===== src/rtl/si3000_wb_sequencer.sv =====
// si3000_wb_sequencer: bus master that brings up the Si3000 codec wrapper
// (MCLK on, codec reset pulse, datapath sync), loads a table of control words
// through mode-0 secondary frames, then streams samples both ways.
// Ports: clk/reset_n (sync, active low); start/stop pulses; cfg_table words;
//   tx_data/tx_valid/tx_ready sample source; rx_data/rx_valid sample sink;
//   stb_o/we_o/adr_wr_o/adr_rd_o/dat_o/dat_i/ack_i single-cycle register bus;
//   running/error/cfg_index status.
module si3000_wb_sequencer #(
   parameter int DATA_WIDTH               = 8,
   parameter int REG_ADDR_WRITE_DATA_LOW  = 0,
   parameter int REG_ADDR_WRITE_DATA_HIGH = 1,
   parameter int REG_ADDR_READ_DATA_LOW   = 2,
   parameter int REG_ADDR_READ_DATA_HIGH  = 3,
   parameter int REG_ADDR_CSR             = 4,
   parameter int NUM_CFG                  = 4,
   parameter int RESET_CYCLES             = 1024,
   parameter int TIMEOUT_CYCLES           = 65535
) (
   input  logic                  clk,
   input  logic                  reset_n,
   input  logic                  start,
   input  logic                  stop,
   input  logic [16*NUM_CFG-1:0] cfg_table,
   input  logic [15:0]           tx_data,
   input  logic                  tx_valid,
   output logic                  tx_ready,
   output logic [15:0]           rx_data,
   output logic                  rx_valid,
   output logic                  stb_o,
   output logic                  we_o,
   output logic [DATA_WIDTH-1:0] adr_wr_o,
   output logic [DATA_WIDTH-1:0] adr_rd_o,
   output logic [DATA_WIDTH-1:0] dat_o,
   input  logic [DATA_WIDTH-1:0] dat_i,
   input  logic                  ack_i,
   output logic                  running,
   output logic                  error,
   output logic [3:0]            cfg_index
);

   localparam logic [DATA_WIDTH-1:0] A_WLO = DATA_WIDTH'(REG_ADDR_WRITE_DATA_LOW);
   localparam logic [DATA_WIDTH-1:0] A_WHI = DATA_WIDTH'(REG_ADDR_WRITE_DATA_HIGH);
   localparam logic [DATA_WIDTH-1:0] A_RLO = DATA_WIDTH'(REG_ADDR_READ_DATA_LOW);
   localparam logic [DATA_WIDTH-1:0] A_RHI = DATA_WIDTH'(REG_ADDR_READ_DATA_HIGH);
   localparam logic [DATA_WIDTH-1:0] A_CSR = DATA_WIDTH'(REG_ADDR_CSR);
   localparam logic [15:0] RST_LOAD = 16'(RESET_CYCLES - 1);
   localparam logic [15:0] TO_LAST  = 16'(TIMEOUT_CYCLES - 1);
   localparam logic [3:0]  LAST_CFG = 4'(NUM_CFG - 1);

   typedef enum logic [4:0] {
      S_IDLE,
      S_EN,
      S_RST_HOLD,
      S_RST_REL,
      S_SYNC,
      S_CFG_PRI_HI,
      S_CFG_PRI_LO,
      S_CFG_WAIT1,
      S_CFG_SEC_HI,
      S_CFG_SEC_LO,
      S_CFG_WAIT2,
      S_RUN_POLL,
      S_RUN_WR_HI,
      S_RUN_WR_LO,
      S_RUN_RD_HI,
      S_RUN_RD_LO,
      S_STOP,
      S_ERROR
   } state_t;

   state_t      state_q, state_d;
   logic [15:0] cnt_q, cnt_d;
   logic [3:0]  idx_q, idx_d;
   logic [15:0] txl_q, txl_d;
   logic [7:0]  rxh_q, rxh_d;
   logic [15:0] rxd_q, rxd_d;
   logic        rxv_q, rxv_d;
   logic        err_q, err_d;
   logic [7:0]  wbyte;
   logic [15:0] cfg_word;
   logic        wr_busy;
   logic        data_avail;
   logic        stop_hit;

   assign wr_busy    = dat_i[2];
   assign data_avail = dat_i[3];
   assign dat_o      = DATA_WIDTH'(wbyte);
   assign rx_data    = rxd_q;
   assign rx_valid   = rxv_q;
   assign error      = err_q;
   assign cfg_index  = idx_q;
   assign running    = state_q inside {S_RUN_POLL, S_RUN_WR_HI, S_RUN_WR_LO,
                                       S_RUN_RD_HI, S_RUN_RD_LO};
   assign stop_hit   = stop && (state_q != S_IDLE) && (state_q != S_STOP);

   always_comb begin
      cfg_word = 16'h0000;
      for (int i = 0; i < NUM_CFG; i++) begin
         if (idx_q == 4'(i)) cfg_word = cfg_table[16*i +: 16];
      end
   end

   always_comb begin
      state_d  = state_q;
      cnt_d    = cnt_q;
      idx_d    = idx_q;
      txl_d    = txl_q;
      rxh_d    = rxh_q;
      rxd_d    = rxd_q;
      rxv_d    = 1'b0;
      err_d    = err_q;
      stb_o    = 1'b0;
      we_o     = 1'b0;
      adr_wr_o = '0;
      adr_rd_o = '0;
      wbyte    = 8'h00;
      tx_ready = 1'b0;

      case (state_q)
         S_IDLE: begin
            if (start && !stop) begin
               err_d   = 1'b0;
               state_d = S_EN;
            end
         end
         S_EN: begin
            stb_o = 1'b1; we_o = 1'b1; adr_wr_o = A_CSR; wbyte = 8'h02;
            if (ack_i) begin
               cnt_d   = RST_LOAD;
               state_d = S_RST_HOLD;
            end
         end
         S_RST_HOLD: begin
            // Leaving as the count hits 0 keeps RESET_N low for exactly
            // RESET_CYCLES clocks between the two CSR writes.
            if (cnt_q <= 16'd1) begin
               cnt_d   = 16'd0;
               state_d = S_RST_REL;
            end else begin
               cnt_d = cnt_q - 16'd1;
            end
         end
         S_RST_REL: begin
            stb_o = 1'b1; we_o = 1'b1; adr_wr_o = A_CSR; wbyte = 8'h82;
            if (ack_i) state_d = S_SYNC;
         end
         S_SYNC: begin
            stb_o = 1'b1; we_o = 1'b1; adr_wr_o = A_CSR; wbyte = 8'h83;
            if (ack_i) begin
               idx_d   = 4'd0;
               state_d = S_CFG_PRI_HI;
            end
         end
         S_CFG_PRI_HI: begin
            stb_o = 1'b1; we_o = 1'b1; adr_wr_o = A_WHI; wbyte = 8'h00;
            if (ack_i) state_d = S_CFG_PRI_LO;
         end
         S_CFG_PRI_LO: begin
            // LSB set asks the codec for a secondary frame.
            stb_o = 1'b1; we_o = 1'b1; adr_wr_o = A_WLO; wbyte = 8'h01;
            if (ack_i) begin
               cnt_d   = 16'd0;
               state_d = S_CFG_WAIT1;
            end
         end
         S_CFG_WAIT1: begin
            stb_o = 1'b1; adr_rd_o = A_CSR;
            if (ack_i && !wr_busy) begin
               state_d = S_CFG_SEC_HI;
            end else if (cnt_q == TO_LAST) begin
               err_d   = 1'b1;
               state_d = S_ERROR;
            end else begin
               cnt_d = cnt_q + 16'd1;
            end
         end
         S_CFG_SEC_HI: begin
            stb_o = 1'b1; we_o = 1'b1; adr_wr_o = A_WHI;
            wbyte = cfg_word[15:8];
            if (ack_i) state_d = S_CFG_SEC_LO;
         end
         S_CFG_SEC_LO: begin
            stb_o = 1'b1; we_o = 1'b1; adr_wr_o = A_WLO;
            wbyte = cfg_word[7:0];
            if (ack_i) begin
               cnt_d   = 16'd0;
               state_d = S_CFG_WAIT2;
            end
         end
         S_CFG_WAIT2: begin
            stb_o = 1'b1; adr_rd_o = A_CSR;
            if (ack_i && !wr_busy) begin
               if (idx_q == LAST_CFG) begin
                  state_d = S_RUN_POLL;
               end else begin
                  idx_d   = idx_q + 4'd1;
                  state_d = S_CFG_PRI_HI;
               end
            end else if (cnt_q == TO_LAST) begin
               err_d   = 1'b1;
               state_d = S_ERROR;
            end else begin
               cnt_d = cnt_q + 16'd1;
            end
         end
         S_RUN_POLL: begin
            stb_o = 1'b1; adr_rd_o = A_CSR;
            if (ack_i) begin
               if (data_avail) begin
                  state_d = S_RUN_RD_HI;
               end else if (!wr_busy && tx_valid && !stop) begin
                  // LSB cleared so a sample never requests a secondary frame.
                  tx_ready = 1'b1;
                  txl_d    = {tx_data[15:1], 1'b0};
                  state_d  = S_RUN_WR_HI;
               end
            end
         end
         S_RUN_WR_HI: begin
            stb_o = 1'b1; we_o = 1'b1; adr_wr_o = A_WHI;
            wbyte = txl_q[15:8];
            if (ack_i) state_d = S_RUN_WR_LO;
         end
         S_RUN_WR_LO: begin
            stb_o = 1'b1; we_o = 1'b1; adr_wr_o = A_WLO;
            wbyte = txl_q[7:0];
            if (ack_i) state_d = S_RUN_POLL;
         end
         S_RUN_RD_HI: begin
            stb_o = 1'b1; adr_rd_o = A_RHI;
            if (ack_i) begin
               rxh_d   = dat_i[7:0];
               state_d = S_RUN_RD_LO;
            end
         end
         S_RUN_RD_LO: begin
            stb_o = 1'b1; adr_rd_o = A_RLO;
            if (ack_i) begin
               rxd_d   = {rxh_q, dat_i[7:0]};
               rxv_d   = 1'b1;
               state_d = S_RUN_POLL;
            end
         end
         S_STOP: begin
            stb_o = 1'b1; we_o = 1'b1; adr_wr_o = A_CSR; wbyte = 8'h00;
            if (ack_i) state_d = S_IDLE;
         end
         S_ERROR: begin
            if (start && !stop) begin
               err_d   = 1'b0;
               state_d = S_EN;
            end
         end
         default: state_d = S_IDLE;
      endcase

      // The access of this cycle (if acked) still completes; only the
      // successor changes to the shutdown write.
      if (stop_hit) state_d = S_STOP;
   end

   always_ff @(posedge clk) begin
      if (!reset_n) begin
         state_q <= S_IDLE;
         cnt_q   <= 16'd0;
         idx_q   <= 4'd0;
         txl_q   <= 16'd0;
         rxh_q   <= 8'd0;
         rxd_q   <= 16'd0;
         rxv_q   <= 1'b0;
         err_q   <= 1'b0;
      end else begin
         state_q <= state_d;
         cnt_q   <= cnt_d;
         idx_q   <= idx_d;
         txl_q   <= txl_d;
         rxh_q   <= rxh_d;
         rxd_q   <= rxd_d;
         rxv_q   <= rxv_d;
         err_q   <= err_d;
      end
   end

endmodule


===== config.mk =====
export PLATFORM = sky130hd
export DESIGN_NAME = si3000_wb_sequencer
export DESIGN_NICKNAME = d
export VERILOG_FILES = /design/src/rtl/si3000_wb_sequencer.sv
export SDC_FILE = /design/constraint.sdc
export NUM_CORES = 1
export LEC_CHECK = 0
export BUFFER_PORTS_ARGS = -buffer_cell sky130_fd_sc_hd__clkbuf_2
export CAP_MARGIN = 5
export CORE_UTILIZATION = 47
export DETAILED_ROUTE_END_ITERATION = 6
export PLACE_DENSITY = 0.77
export SYNTH_ARGS = -nofsm -noshare
export SYNTH_HDL_FRONTEND = slang
export SYNTH_SLANG_ARGS = --single-unit

===== constraint.sdc =====
create_clock -name clk -period 2.5 [get_ports clk]
set_clock_uncertainty 0.15 [all_clocks]
set_input_delay 0.25 -clock clk [delete_from_list [all_inputs] [get_ports clk]]
set_output_delay 0.25 -clock clk [all_outputs]
set_load 0.05 [all_outputs]

==> results.tsv <==
metric	value	unit
outcome	finished, violations left	
violations	negative setup slack	
start_util	48.3	%
n_fill_cell	849	
cp_max_fo	8	
vdd_drop_max	0.472	mV
grt_max_degree	37	
switchingPower	1.97	mW
setup_viol	8	
power.total	4.62	mW
synth-edff-count	0	
yosys.area_share.simple	25.8	%
drv_cap	0	
final_common_cell	clkbuf_2	
cts_tree	done	
ys_types	70	
antenna_found_initial	0	
n_antenna_cell	0	
slew_headroom	64.6	%
avgViaCountPerCell	5.83	
slew_violations	0	
yosys.area_share.adder	2.13	%
swShare	42.6	%
p_clk_share	21.8	%
synthFlopType	dfxtp_1	
drt_iter0_markers	399	
routed_wl	15200	um
synth_top_family_by_area	compound AO/OA/AOI/OAI gates	
power_frac_seq	26.7	%
holdPathStages	3	
p_leak	2.54	nW
power_density	731	mW/mm^2
clock_latency	0.36	ns
cts_htree_levels	3	
drive_gt1_share	33.2	%
fin_hold_ws	0.00616	ns
synth-compound-area-share	29.0	%
coreArea	0.00973	sq mm
clk_path_buf_depth	2	
nNetsFinal	871	
tns	-0.813	ns
drc	0	
grt_first_pass_wirelength	23700	um
die_w	102	um
vias	5286	
worstSetupStartpointType	register	
rsz0062_at_grt	yes	
layout_min_cycle_time	2.64	ns
gp_congestion	0.899	
die_h	102	um
tightest_slew	0.529	ns
seq_area_frac_synth	28.1	%
crit_type	register to output pin	
hold_viol	0	
clkSlewWorstSetupHoldPaths	0.08	ns
multi_input_area	0.00322	sq mm
hold_path.class	input port to register	
final_cells	907	
cts_sinks	66	
syn-instance-count	618	
r2r_cells	7	
max_freq	379	MHz
num_io_pins	144	
cts_inserted_buffers	9	
std_cell_rows	36	
ant_nets	0	
final_cell_mix	clkbuf_2, nand2_1, dfxtp_1	
fin_ws	-0.142	ns
hpwl	10700	um
grt_pass1_vias	4904	
first_pass_iters	6	
p_int	2.65	mW
yosysWarnings	0	
io_buffer_count	131	
synth.cell_area	0.00470	sq mm
cts_root_buf	clkbuf_8	
seqCellArea	0.00133	sq mm
dp.cells	876	
period_share	106	%
comb_power_share	51.5	%
synth_xor_xnor_area_share	1.49	%
worstPathArrival	2.24	ns
yosys_register_bits	66	
critical_path_required	2.10	ns
cp-end-kind	output pin	
grt-ovfl-total	0	
die_area	0.0104	sq mm
grt_usage	29.1	%
area_growth	34.5	%
async_flop_share	0	%
synthMuxAreaShare	5.11	%
r2r_slack	0.05	ns
detail_route.wl_per_cell	16.8	um
syn_area_per_cell	7.61	sq um
power groups by stage:
stage	registers, mW	clock network [mW]	logic (mW)
3_5_place_dp	1.26	0	2.22
5_1_grt	1.25	1.07	2.56
6_report	1.24	1.01	2.38
4_1_cts	1.23	1.02	2.31
2_1_floorplan	1.22	0	1.61
3_3_place_gp	1.25	0	2.15
worst paths after layout:
check / from / to
max: cfg_index[0] / dat_o[3]
min: tx_data[11] / txl_q[11]
max reg2reg: cnt_q[4] / state_q[4]
min reg2reg: rx_data[8] / rx_data[8]
worst max-delay path, stage by stage, from the launching register on:
cell and delay (ns):
dfxtp_4 0.39, inv_4 0.05, ha_4 0.17, or3_4 0.39, nor2_4 0.12, a21oi_2 0.04
a211o_1 0.32, o211ai_1 0.17, clkbuf_16 0.23
routing by layer:
layer | vias up | global-route usage [%] | part of all wire, %
li1 | 2532 | - | -
met1 | 2440 | 34.4 | 40
met2 | 269 | 48.9 | 48
met3 | 45 | 4.79 | 7.5
met4 | 0 | 18.7 | 4.1
met5 | - | 0 | 0
state kept, by name (all words and copies together) (netlist names):
register,count
rx_data,16
rxh_q,8
txl_q,15
state_q,5
cnt_q,16
rx_valid,1
cfg_index,4
error,1
repair_timing:
action	CTS	global route
pin swaps	13	15
gates resized for setup	27	29
hold buffers	6	0
endpoints found under the setup margin	12	22
buffers inserted	4	3
endpoints found under the hold margin	6	0
cloned	2	0
stage by stage:
stage | setup slack (ns) | utilization (%) | cell area [sq um]
floorplan | -0.255 | - | 4860
global placement | 0.0462 | 59.4 | 5780
detailed placement | 0.0444 | 59.4 | 5780
CTS | -0.156 | 64.3 | 6250
global route | -0.218 | 65.0 | 6320
finish | -0.142 | 65.0 | 6320
cells in the mapped netlist, drive strengths merged, types with 7 or more instances:
cell	count	area share, %
nand2	74	5.9
dfxtp	66	28
nor2	57	4.6
o21ai	44	4.8
clkbuf	35	2.8
a21oi	29	3.1
buf	28	4.5
a22oi	27	4.3
nor2b	27	3.6
mux2i	24	5.1
a21boi	18	2.9
o211ai	18	3.0
nor3	15	1.6
or3	10	1.3
o22ai	9	1.2
a211oi	8	1.3
and3	8	1.1
ha	8	2.1
a211o	7	1.3
nand2b	7	0.93
nand3	7	0.75
nand4	7	0.93
nor3b	7	1.1
layout make-up:
cell class              instances  share of cell area, %
multi-input cells             492                   50.9
repair buffers                194                   21.5
flip-flops and latches         66                   21.1
well taps                     133                   2.63
clock buffers                  11                   2.57
clock inverters                 5                  0.950
inverters                       6                  0.435
cell families (layout without fill, tap and decap cells):
group / count (synthesis) / after routing
adder cells (fa/ha/maj): 8 / 8
XOR/XNOR: 8 / 8
other: 1 / 11
multiplexers: 24 / 24
flip-flops: 66 / 66
buffers and inverters: 71 / 216
AND/OR/NAND/NOR: 244 / 245
AO/OA/AOI/OAI: 196 / 196
Power figures use the tool's default switching activity.
